--- config.mk ---
export PLATFORM = sky130hd
export DESIGN_NAME = uart_echo_responder
export DESIGN_NICKNAME = d
export VERILOG_FILES = /design/src/rtl/uart_echo_responder.sv
export SDC_FILE = /design/constraint.sdc
export NUM_CORES = 1
export LEC_CHECK = 0
export ABC_AREA = 1
export ABC_CLOCK_PERIOD_IN_PS = 2280
export CAP_MARGIN = 10
export CORE_ASPECT_RATIO = 0.8
export CORE_MARGIN = 2
export CORE_UTILIZATION = 30
export DETAILED_ROUTE_END_ITERATION = 10
export HOLD_SLACK_MARGIN = 0.12
export SKIP_LAST_GASP = 1
export SYNTH_ARGS = -nofsm -noshare
export SYNTH_HDL_FRONTEND = slang
export SYNTH_SLANG_ARGS = --single-unit
--- constraint.sdc ---
create_clock -name clk -period 2.28 [get_ports clk]
set_input_delay 0.57 -clock clk [delete_from_list [all_inputs] [get_ports clk]]
set_output_delay 0.57 -clock clk [all_outputs]
set_load 0.03 [all_outputs]
--- src/rtl/uart_echo_responder.sv ---
`default_nettype none
// ============================================================================
// Module   : uart_echo_responder
// Purpose  : Queues bytes from uart_rx (XOR-transformed) and echoes them to
//            uart_tx, with overflow and parity-error tracking.
// Revision : 1.0 - initial release
// ============================================================================
module uart_echo_responder #(
    parameter int DEPTH       = 8,
    parameter int ACK_TIMEOUT = 255
) (
    input  logic                     clk,
    input  logic                     rst,
    input  logic                     en,
    input  logic                     drop_invalid,
    input  logic [7:0]               xor_mask,
    input  logic [7:0]               rx_data,
    input  logic                     rx_valid,
    input  logic                     rx_new,
    input  logic                     tx_ready,
    output logic [7:0]               tx_data,
    output logic                     tx_send,
    output logic [$clog2(DEPTH):0]   fifo_count,
    output logic                     overflow,
    output logic [7:0]               perr_count,
    output logic                     busy
);

    localparam int c_aw = $clog2(DEPTH);
    localparam int c_tw = $clog2(ACK_TIMEOUT + 1);
    localparam logic [c_aw:0] c_full = (c_aw + 1)'(DEPTH);
    localparam logic [c_tw:0] c_tmo  = (c_tw + 1)'(ACK_TIMEOUT);

    typedef enum logic [1:0] {
        ST_IDLE      = 2'd0,
        ST_SEND      = 2'd1,
        ST_WAIT_BUSY = 2'd2,
        ST_WAIT_DONE = 2'd3
    } state_t;

    state_t            state_q, state_d;
    logic              in_push_q, in_push_d;
    logic              in_bad_q, in_bad_d;
    logic [7:0]        in_byte_q, in_byte_d;
    logic [c_aw-1:0]   wr_ptr_q, wr_ptr_d;
    logic [c_aw-1:0]   rd_ptr_q, rd_ptr_d;
    logic [c_aw:0]     count_q, count_d;
    logic              overflow_q, overflow_d;
    logic [7:0]        perr_q, perr_d;
    logic [7:0]        tx_data_q, tx_data_d;
    logic [c_tw-1:0]   tmo_q, tmo_d;
    logic [7:0]        fifo_mem_q [DEPTH];

    logic              w_full;
    logic              w_pop;
    logic              w_wr_en;
    logic [c_tw:0]     w_tmo_next;

    always_comb begin
        // uart_rx outputs are registered once before entering the FIFO
        in_push_d  = rx_new & en & (rx_valid | ~drop_invalid);
        in_bad_d   = rx_new & ~rx_valid;
        in_byte_d  = rx_data ^ xor_mask;

        w_full     = (count_q == c_full);
        w_pop      = (state_q == ST_IDLE) && (count_q != '0) && tx_ready;
        w_wr_en    = in_push_q && (!w_full || w_pop);

        wr_ptr_d   = w_wr_en ? wr_ptr_q + c_aw'(1) : wr_ptr_q;
        rd_ptr_d   = w_pop   ? rd_ptr_q + c_aw'(1) : rd_ptr_q;
        case ({w_wr_en, w_pop})
            2'b10:   count_d = count_q + (c_aw + 1)'(1);
            2'b01:   count_d = count_q - (c_aw + 1)'(1);
            default: count_d = count_q;
        endcase

        overflow_d = overflow_q | (in_push_q & w_full & ~w_pop);
        perr_d     = perr_q;
        if (in_bad_q && (perr_q != 8'hFF)) begin
            perr_d = perr_q + 8'd1;
        end

        state_d    = state_q;
        tx_data_d  = tx_data_q;
        tmo_d      = tmo_q;
        w_tmo_next = {1'b0, tmo_q} + (c_tw + 1)'(1);
        case (state_q)
            ST_IDLE: begin
                if (w_pop) begin
                    tx_data_d = fifo_mem_q[rd_ptr_q];
                    state_d   = ST_SEND;
                end
            end
            ST_SEND: begin
                tmo_d   = '0;
                state_d = ST_WAIT_BUSY;
            end
            ST_WAIT_BUSY: begin
                // No acknowledge from uart_tx within the window: re-strobe
                if (!tx_ready) begin
                    state_d = ST_WAIT_DONE;
                end else if (w_tmo_next == c_tmo) begin
                    state_d = ST_SEND;
                end else begin
                    tmo_d = w_tmo_next[c_tw-1:0];
                end
            end
            ST_WAIT_DONE: begin
                if (tx_ready) begin
                    state_d = ST_IDLE;
                end
            end
            default: state_d = ST_IDLE;
        endcase
    end

    always_ff @(posedge clk) begin
        if (rst) begin
            state_q    <= ST_IDLE;
            in_push_q  <= 1'b0;
            in_bad_q   <= 1'b0;
            in_byte_q  <= 8'h00;
            wr_ptr_q   <= '0;
            rd_ptr_q   <= '0;
            count_q    <= '0;
            overflow_q <= 1'b0;
            perr_q     <= 8'h00;
            tx_data_q  <= 8'h00;
            tmo_q      <= '0;
        end else begin
            state_q    <= state_d;
            in_push_q  <= in_push_d;
            in_bad_q   <= in_bad_d;
            in_byte_q  <= in_byte_d;
            wr_ptr_q   <= wr_ptr_d;
            rd_ptr_q   <= rd_ptr_d;
            count_q    <= count_d;
            overflow_q <= overflow_d;
            perr_q     <= perr_d;
            tx_data_q  <= tx_data_d;
            tmo_q      <= tmo_d;
        end
    end

    always_ff @(posedge clk) begin
        if (w_wr_en) begin
            fifo_mem_q[wr_ptr_q] <= in_byte_q;
        end
    end

    assign tx_data    = tx_data_q;
    assign tx_send    = (state_q == ST_SEND);
    assign fifo_count = count_q;
    assign overflow   = overflow_q;
    assign perr_count = perr_q;
    assign busy       = (state_q != ST_IDLE) || (count_q != '0);

endmodule
`default_nettype wire

==> metrics.yaml <==
detailed_routing:
  routed_wl_mm: 9.85
  vias: 3449
  viasPerCell: 4.57
  drc_errors: 0
  dr.pass1.iters: 5
  drt-initial-drc-count: 223
  detail-route-antenna-nets: 0
  wl_per_cell_um: 13.1
floorplan:
  die_area_um2: 16600
  num_rows: 40
  core_um2: 15100
  die_y_um: 116
  start_util_pct: 30.9
  chipWidth_um: 143
  pin_count: 46
timing:
  fmax_mhz: 472
  min_period_ns: 2.12
  fin_crit_sh_pct: 93.0
  setup_violations: 0
  relSlewSlack_pct: 60.5
  tightest_slew_ns: 0.592
  drv_slew: 0
  final.setup_skew_ns: 0.0118
  hold_viol: 0
  worst_slack_ns: 0.160
  whs_ns: 0.454
place:
  io_buffers: 45
  postPlaceCellArea_um2: 5480
  gp_congestion: 0.818
  dp_slack_ns: -0.192
  place_hpwl_mm: 6.85
grt:
  antenna_found_initial: 0
  grt_pass1_wl_mm: 16.4
  grt_pass1_vias: 3284
  gr-total-overflow: 0
  grt_max_degree: 35
  track_usage_pct: 12.7
cells_and_area:
  multi_input_area_um2: 1590
  nNetsFinal: 571
  area_growth_syn_to_layout_pct: 24.0
  fin_area_um2: 5790
  num_antenna_cells: 0
  fillers: 1509
  drive_above_1_share_pct: 8.99
  seqCellArea_um2: 2870
  layout_common_cells: "nor2_1 (83), nand2_1 (65), edfxtp_1 (64), dfxtp_1 (45), o21ai_0 (44)"
  final_common_cell: "nor2_1"
synthesis:
  synth_nets: 510
  synth_top_area_share_pct: 41.2
  synth.area.top_cells: "edfxtp_1 (41%), dfxtp_1 (20%), nor2_1 (6.7%), nand2_1 (5.2%), o21ai_0 (4.7%)"
  ys_types: 29
  netlist_area_um2: 4670
  synth_top_cell_by_area: "edfxtp_1"
  syn_avg_cell_area_um2: 9.74
  synth-seq-cells: 111
  seq_area_frac_synth_pct: 61.3
  netlist_instances: 479
  ys_warn_count: 0
min_path:
  hold_path_class: "register to register"
  holdPathStages: 2
pwr:
  peakVddDrop_mv: 0.413
  power_density_nw_per_um2: 984
  leakagePower_uw: 0.00207
clock_network:
  cts_buffers: 9
  cts_tree: "done"
  cts.sinks: 111
  clockRootBuffer: "clkbuf_16"
  clock_path_buffers: 2
  htree_levels: 3
  clkLatencyLatePin_ns: 0.35
  path_clk_slew_ns: 0.08
worst_setup_path:
  crit_arrival_ns: 2.37
  path_max_fanout: 4
  startpoint: "tx_ready"
  reg2reg_slack_ns: 0.21
  r2r_cells: 16
  reg2reg_from: "fifo_count[1]$_SDFFE_PP0P_"
  crit_type: "primary input to register"
  r2r_end: "fifo_count[2]$_SDFFE_PP0P_"
  cp-start-kind: "primary input"
  required_ns: 2.53
  cp-end-kind: "register"
  cp-endpoint: "fifo_count[2]$_SDFFE_PP0P_"
flow_run:
  max_cap_violations: 0
run_status:
  status: "complete, no violations"
report_power, final:
group / switching [uW] / internal (uW)
clock network: 687 / 955
registers: 146 / 2270
logic: 1040 / 607
total: 1870 / 3830
worst min path at each step:
stage | to | from | slack (ns)
3_5_place_dp | overflow$_SDFF_PP0_ | overflow$_SDFF_PP0_ | 0.45
2_1_floorplan | tmo_q[7]$_SDFFE_PP0P_ | tmo_q[7]$_SDFFE_PP0P_ | 0.47
6_report | overflow$_SDFF_PP0_ | overflow$_SDFF_PP0_ | 0.45
5_1_grt | overflow$_SDFF_PP0_ | overflow$_SDFF_PP0_ | 0.48
4_1_cts | overflow$_SDFF_PP0_ | overflow$_SDFF_PP0_ | 0.46
3_3_place_gp | overflow$_SDFF_PP0_ | overflow$_SDFF_PP0_ | 0.44
layer usage:
layer | track usage [%] | vias up | routed length [um] | share of wire [%]
met5 | 0 | - | 0 | 0
met4 | 4.25 | 0 | 112 | 1.1
met3 | 3.14 | 9 | 524 | 5.3
met2 | 19.2 | 84 | 4320 | 44
met1 | 18.0 | 1598 | 4900 | 50
li1 | - | 1758 | - | -
synthesized netlist by cell type, drive strengths merged:
cell type and n:
o221ai 1, buf 5, o211ai 16, clkinv 1, dfxtp 47, nor2 87
nand3 23, inv 35, o21ai 44, xnor2 9, nand2 68, nand3b 2
or2 1, clkbuf 13, o21bai 1, a21oi 36, o21a 1, and3 1
xor2 5, nand4 3, edfxtp 64, ha 8, o22ai 8
timing repair:
item	CTS	global route
setup endpoints to repair	2	2
gates resized for setup	2	2
hold buffers	0	0
gates cloned	0	0
endpoints found under the hold margin	0	0
setup buffers	0	0
critical path, stage by stage:
cell             delay (ns)
clkdlybuf4s50_1        0.50
nand3_2                0.12
nand3_1                0.10
nand2_2                0.06
ha_1                   0.21
nand2_1                0.08
inv_1                  0.05
nor2_1                 0.13
ha_1                   0.19
a21oi_2                0.05
nand2_1                0.07
nand2_1                0.05
o221ai_1               0.14
inv_1                  0.05
logic make-up (layout without fill, tap and decap cells):
| kind of cell | Yosys count | count (layout) | synth area share, % |
|---|---|---|---|
| compound gates | 107 | 107 | 12.7 |
| xor+xnor | 14 | 14 | 2.63 |
| fa+ha+maj | 8 | 8 | 2.14 |
| buf+inv | 54 | 120 | 4.58 |
| flops | 111 | 111 | 61.3 |
| simple gates | 185 | 185 | 16.6 |
area by class of cell:
type / count / share of cell area, %
Inverter: 36 / 2.33
Multi-Input combinational cell: 314 / 27.5
Clock inverter: 7 / 1.49
Timing Repair Buffer: 68 / 10.7
Sequential cell: 111 / 49.5
Clock buffer: 9 / 3.89
Tap cell: 210 / 4.54
flip-flops by register name, summed over array words and instances, names as in the netlist:
register	flops
fifo_mem_q	64
in_byte_q	8
perr_count	8
tmo_q	8
tx_data	8
fifo_count	4
rd_ptr_q	3
wr_ptr_q	3
state_q	2
in_bad_q	1
in_push_q	1
overflow	1
stage by stage:
step                      instances  setup TNS (ns)  total power, uW  util, %
after floorplan                 479               0             3480        -
after CTS                       755               0             5740     38.3
after global routing            755        -0.00394             6030     38.3
after global placement          739          -0.783             4080     36.2
final                           755               0             5700     38.3
after detailed placement        739           -2.31             4110     36.2
No activity file was read; power rests on OpenSTA's default activity.
